<file path="src/rtl/seg7_rx.sv">
// rtl/seg7_rx.sv - seven-segment scan bus receiver and glyph decoder
module seg7_rx #(
  parameter int SETTLE = 4
) (
  input  logic        clk,
  input  logic        resetn,
  input  logic [7:0]  seg,
  input  logic [7:0]  an,
  output logic [31:0] data,
  output logic [63:0] pixels,
  output logic [7:0]  valid,
  output logic [7:0]  bad,
  output logic        frame_done,
  output logic        an_err
);

  localparam logic [3:0] LAST  = 4'(SETTLE - 1);
  localparam logic [3:0] LIMIT = 4'(SETTLE);

  // {an, seg}; all-ones is the blank/idle bus
  logic [15:0] s1, s2, h;
  logic [3:0]  cnt;
  logic [7:0]  seen;

  logic        capture;
  logic [7:0]  an_low;
  logic        one_hot;
  logic [2:0]  idx;
  logic [4:0]  glyph;
  logic [7:0]  pix_new;
  logic [7:0]  seen_next;
  logic [5:0]  pix_base;
  logic [4:0]  nib_base;

  // Hex glyph lookup: {match, value}; DP is not part of the pattern
  function automatic logic [4:0] decode(input logic [6:0] p);
    case (p)
      7'h3F:   decode = {1'b1, 4'h0};
      7'h06:   decode = {1'b1, 4'h1};
      7'h5B:   decode = {1'b1, 4'h2};
      7'h4F:   decode = {1'b1, 4'h3};
      7'h66:   decode = {1'b1, 4'h4};
      7'h6D:   decode = {1'b1, 4'h5};
      7'h7D:   decode = {1'b1, 4'h6};
      7'h07:   decode = {1'b1, 4'h7};
      7'h7F:   decode = {1'b1, 4'h8};
      7'h6F:   decode = {1'b1, 4'h9};
      7'h77:   decode = {1'b1, 4'hA};
      7'h7C:   decode = {1'b1, 4'hB};
      7'h58:   decode = {1'b1, 4'hC};
      7'h5E:   decode = {1'b1, 4'hD};
      7'h79:   decode = {1'b1, 4'hE};
      7'h71:   decode = {1'b1, 4'hF};
      default: decode = 5'h00;
    endcase
  endfunction

  // Capture fires once, on the cycle the settled count is reached
  assign capture = (s2 == h) && (cnt == LAST);

  // Digit select, glyph decode and frame bookkeeping for the held bus value
  always_comb begin
    an_low  = ~h[15:8];
    one_hot = (an_low != 8'h00) && ((an_low & (an_low - 8'd1)) == 8'h00);
    idx     = 3'd0;
    for (int i = 0; i < 8; i++) begin
      if (an_low[i]) idx = 3'(i);
    end
    glyph     = decode(~h[6:0]);
    pix_new   = ~h[7:0];
    seen_next = seen | (8'h01 << idx);
    // digit 0 sits in the top byte of the pixel image
    pix_base  = {~idx, 3'b000};
    nib_base  = {idx, 2'b00};
  end

  // Two-flop synchronizer on the raw bus
  always_ff @(posedge clk or negedge resetn) begin
    if (!resetn) begin
      s1 <= 16'hFFFF;
      s2 <= 16'hFFFF;
    end else begin
      s1 <= {an, seg};
      s2 <= s1;
    end
  end

  // Stability filter: restart on any change, count up to SETTLE and park
  always_ff @(posedge clk or negedge resetn) begin
    if (!resetn) begin
      h   <= 16'hFFFF;
      cnt <= 4'd0;
    end else if (s2 != h) begin
      h   <= s2;
      cnt <= 4'd0;
    end else if (cnt < LIMIT) begin
      cnt <= cnt + 4'd1;
    end
  end

  // Capture: update the selected digit, or flag a multi-digit enable
  always_ff @(posedge clk or negedge resetn) begin
    if (!resetn) begin
      data       <= 32'h0;
      pixels     <= 64'h0;
      valid      <= 8'h00;
      bad        <= 8'h00;
      seen       <= 8'h00;
      frame_done <= 1'b0;
      an_err     <= 1'b0;
    end else begin
      frame_done <= 1'b0;
      an_err     <= 1'b0;
      if (capture) begin
        if (one_hot) begin
          pixels[pix_base +: 8] <= pix_new;
          if (glyph[4]) begin
            data[nib_base +: 4] <= glyph[3:0];
            valid[idx]          <= 1'b1;
            bad[idx]            <= 1'b0;
          end else begin
            bad[idx] <= 1'b1;
          end
          if (seen_next == 8'hFF) begin
            frame_done <= 1'b1;
            seen       <= 8'h00;
          end else begin
            seen <= seen_next;
          end
        end else if (an_low != 8'h00) begin
          an_err <= 1'b1;
        end
      end
    end
  end

endmodule

</file>
<file path="config.mk">
export PLATFORM = sky130hd
export DESIGN_NAME = seg7_rx
export DESIGN_NICKNAME = d
export VERILOG_FILES = /design/src/rtl/seg7_rx.sv
export SDC_FILE = /design/constraint.sdc
export NUM_CORES = 1
export LEC_CHECK = 0
export ABC_AREA = 0
export BUFFER_PORTS_ARGS = -buffer_cell sky130_fd_sc_hd__buf_2
export CORE_MARGIN = 10
export CORE_UTILIZATION = 25
export CTS_CLUSTER_SIZE = 30
export DETAILED_ROUTE_END_ITERATION = 7
export GPL_TIMING_DRIVEN = 1
export PLACE_DENSITY_LB_ADDON = 0.1
export SLEW_MARGIN = 20
export SYNTH_ARGS = -nofsm -noshare
export SYNTH_HDL_FRONTEND = slang
export SYNTH_SLANG_ARGS = --single-unit
export TNS_END_PERCENT = 20
</file>
<file path="constraint.sdc">
create_clock -name clk -period 3.9 [get_ports clk]
set_input_delay 0.39 -clock clk [delete_from_list [all_inputs] [get_ports clk]]
set_output_delay 0.39 -clock clk [all_outputs]
set_load 0.02 [all_outputs]
</file>
==> metrics.md <==
| Metric | Value |
|---|---|
| Final Critical Period | 3.51 ns |
| Min Hold Slack | -0.0127 ns |
| Final setup skew | roughly 0.012 ns |
| Hold WC Path Type | input pin to asynchronous set/reset pin |
| Clock sinks | approximately 170 |
| Setup-failing EPs final | 0 |
| Fillers | slightly above 3k |
| Sequential power share | about half |
| Power density over cell area | around 420 mW/mm2 |
| CP Max Fanout | 10 |
| Post-CTS Setup Inserts | 0 |
| GRT overflow | 0 |
| Register bit total from synthesis | between 150 and 200 |
| Diode count | 0 |
| DRC viols | 0 |
| Vias in the first global route | 5453 |
| Clk buf depth | 2 |
| XOR/XNOR share of the synthesized area | ~2.2% |
| IO Pins | around 130 |
| GR Util All Layers | about an eighth |
| Synth Cell Area | around 0.0075 mm2 |
| Core area | just under 0.03 mm2 |
| Buf/Inv on CP | 0 |
| Row Count | 63 |
| Cts hold-fix bufs | 0 |
| Largest family of logic cells by synthesized area | simple AND/OR/NAND/NOR gates |
| Switching pwr | a little over 1 mW |
| Post-DP HPWL | approximately 16000 um |
| Crit Path Class | flop to flop |
| Largest net degree at the start of global routing | 94 |
| Vias/cell | ~4.5 |
| YS warnings | 0 |
| Area Growth Syn to Fin | 21.1% |
| 1st-pass router iterations | 5 |
| Netlist cell types | 64 |
| Initial core utilization | approximately a quarter |
| Antenna viol nets, final | 0 |
| Post-cts repair resize count | 0 |
| Max-Cap Viols | 0 |
| Worst-skew pair later-pin latency | 0.44 ns |
| Commonest non-fill, non-tap cells in the layout | buf_2, dfrtp_1, nand2_1 |
| Final setup TNS | 0 ns |
| Post-Synth Simple-Gate Area | between 15 and 20% |
| Total Die Area | between 0.03 and 0.04 mm2 |
| Global-route wire length before repair | about 34000 um |
| I/O Buffers | approximately 130 |
| H-tree levels | 4 |
| Switching share of total power | between 20% and 30% |
| Post-synthesis adder-cell area fraction | between 1.5 and 2% |
| Number of synthesized flops with an enable pin | 0 |
| Synth Net Count | 707 |
| Slew Viols, Final | 0 |
| RSZ-0062 raised after global routing | false |
| CP cell instances | nand2_1 > o211a_1 > nand2b_1 > ha_1 > ha_1 > nand2b_1 > nor3_1 > nand4_1 > nand2_1 > o21ai_0 |
| Gpl congestion | between 0.8 and 0.9 |
| Ys flop type | dfrtp_1 |
| Post-synth ARST share | 100% |
| Max Fclk | between 0.2 and 0.3 GHz |
| Die Height | a little under 200 um |
| Avg Cell Area, Syn | around 11 um2 |
| Final WL | about 22000 um |
| Worst EP arrival | approximately 3.8 ns |
| Share of layout cells above drive strength 1 | 32.5% |
| NumNets Final | ~810 |
| Static Leak | between 4 and 5 nW |
| Final hold violations | 1 |
| Measured slew at the worst slew-check pin | 1.07 ns |
| Root Driver | clkbuf_16 |
| Compound-Gate Fraction of Synth Area | between 10% and 20% |
| Routed length per instance | approximately 19 um |
| Setup crit end kind | flop |
| Critical Path RT | 4.21 ns |
| Post-route non-filler standard cell count | approximately 1.2k |
| Slowest Stage Delay on Critical Path | roughly 0.62 ns |
| Dpl cells | approximately 1.2k |
| Synth Instances | between 600 and 700 |
| Clock tree from TritonCTS | yes |
| Critical path's top delay family | simple AND/OR/NAND/NOR gates |
| Comb pwr share | slightly below 5% |
| Status | finished with violations |
| Initial antenna violation count | 0 |
| Post-synthesis mux area share | about 4.8% |
| Most common cell after layout, fill and taps aside | buf_2 |
| Worst-path clk slew | approximately 0.070 ns |
| Int Power | about 2.8 mW |
| CTS Buf Count | 17 |
| Vias | approximately 5.3k |
| Failing checks | negative hold slack |
| Sequential share of the synthesized area | between 50% and 60% |
| Tcrit/Tclk final | ~90% |
| DRT iter0 DRCs | slightly above 400 |
| CP max-delay cell | dfstp_2 |
| Die Wd | 193 um |
| Startpoint types | flop |
| Clk pwr share | a little under half |
| Peak VDD IR | around 240 uV |
| Slew margin rel. | approximately 29% |
-- layer usage --
| metal | global-route usage [%] | routed length [um] |
|---|---|---|
| met1 | 16.4 | 10500 |
| met2 | 18.2 | 10100 |
| met3 | 2.93 | 1080 |
| met4 | 3.79 | 306 |
| met5 | 0 | 0 |
-- through the flow --
step	utilization [%]	setup WS (ns)	hold slack (ns)	power [mW]	instance area [um2]
floorplan	-	0.610	0.0944	2.02	7470
global placement	28.6	0.549	0.348	2.11	8460
detailed placement	28.6	0.419	0.347	2.12	8460
CTS	30.6	0.389	0.00720	3.86	9050
global route	30.6	0.0413	0.0169	3.95	9050
finish	30.6	0.389	-0.0127	3.78	9050
-- layout make-up --
cell class                      instances  area [um2]  share of cell area [%]
Multi-Input combinational cell        423        2700                    29.8
Sequential cell                       174        4410                    48.8
Inverter                               28         105                    1.16
Timing Repair Buffer                  142         757                    8.37
Clock inverter                         15         160                    1.77
Clock buffer                           17         425                    4.70
Tap cell                              390         488                    5.39
-- registers in the layout, indices dropped and copies added, names as in the netlist, named ones only --
name and flops:
pixels 64, data 32, h 16, s1 16, s2 16, seen 8
valid 8, cnt 4, an_err 1, frame_done 1
-- power groups by stage --
stage | registers (mW) | logic, mW | clock network (mW)
4_1_cts | 1.89 | 0.190 | 1.78
3_3_place_gp | 1.93 | 0.186 | 0
6_report | 1.89 | 0.185 | 1.71
5_1_grt | 1.90 | 0.209 | 1.85
3_5_place_dp | 1.93 | 0.189 | 0
2_1_floorplan | 1.89 | 0.129 | 0
-- logic make-up (layout without fill, tap and decap cells) --
logic type,after synthesis,count (layout)
compound gates,133,133
xor+xnor,19,19
fa+ha+maj,10,10
buf+inv,82,202
flops,174,174
mux,34,34
simple gates,227,227
-- final timing paths --
path	start	end	slack, ns	depth (start not counted)
worst min register to register	s1[7]$_DFF_PN1_	s2[7]$_DFF_PN1_	0.35	0
worst max register to register	h[13]$_DFFE_PN1N_	pixels[43]$_DFFE_PN0P_	0.39	10
min in group clk	seg[1]	s1[1]$_DFF_PN1_	0.04	1
max in group asynchronous	resetn	h[2]$_DFFE_PN1N_	2.94	2
worst max-delay path	h[13]$_DFFE_PN1N_	pixels[43]$_DFFE_PN0P_	0.39	10
worst min-delay path	resetn	frame_done$_DFF_PN0_	-0.01	1
-- Yosys cell counts (5+ instances only) --
| library cell | count | area share, % |
|---|---|---|
| nor2_1 | 31 | 1.6 |
| mux2i_1 | 22 | 2.9 |
| nand2b_1 | 21 | 1.8 |
| ha_1 | 10 | 1.7 |
| inv_1 | 27 | 1.4 |
| nand4_1 | 20 | 1.7 |
| nor2b_1 | 5 | 0.42 |
| nand2_1 | 94 | 4.7 |
| nand3_1 | 11 | 0.74 |
| clkbuf_1 | 34 | 1.7 |
| a21oi_1 | 9 | 0.60 |
| nand4b_1 | 5 | 0.59 |
| dfstp_2 | 48 | 17 |
| a211oi_4 | 5 | 1.3 |
| dfrtp_1 | 126 | 42 |
| o21ai_0 | 74 | 5.0 |
| nor3_1 | 11 | 0.74 |
| buf_2 | 12 | 0.80 |
| a31o_2 | 8 | 0.94 |
| xnor2_1 | 16 | 1.9 |
| a31oi_1 | 5 | 0.42 |
| mux2_2 | 12 | 1.8 |
No activity file was read; power rests on OpenSTA's default activity.
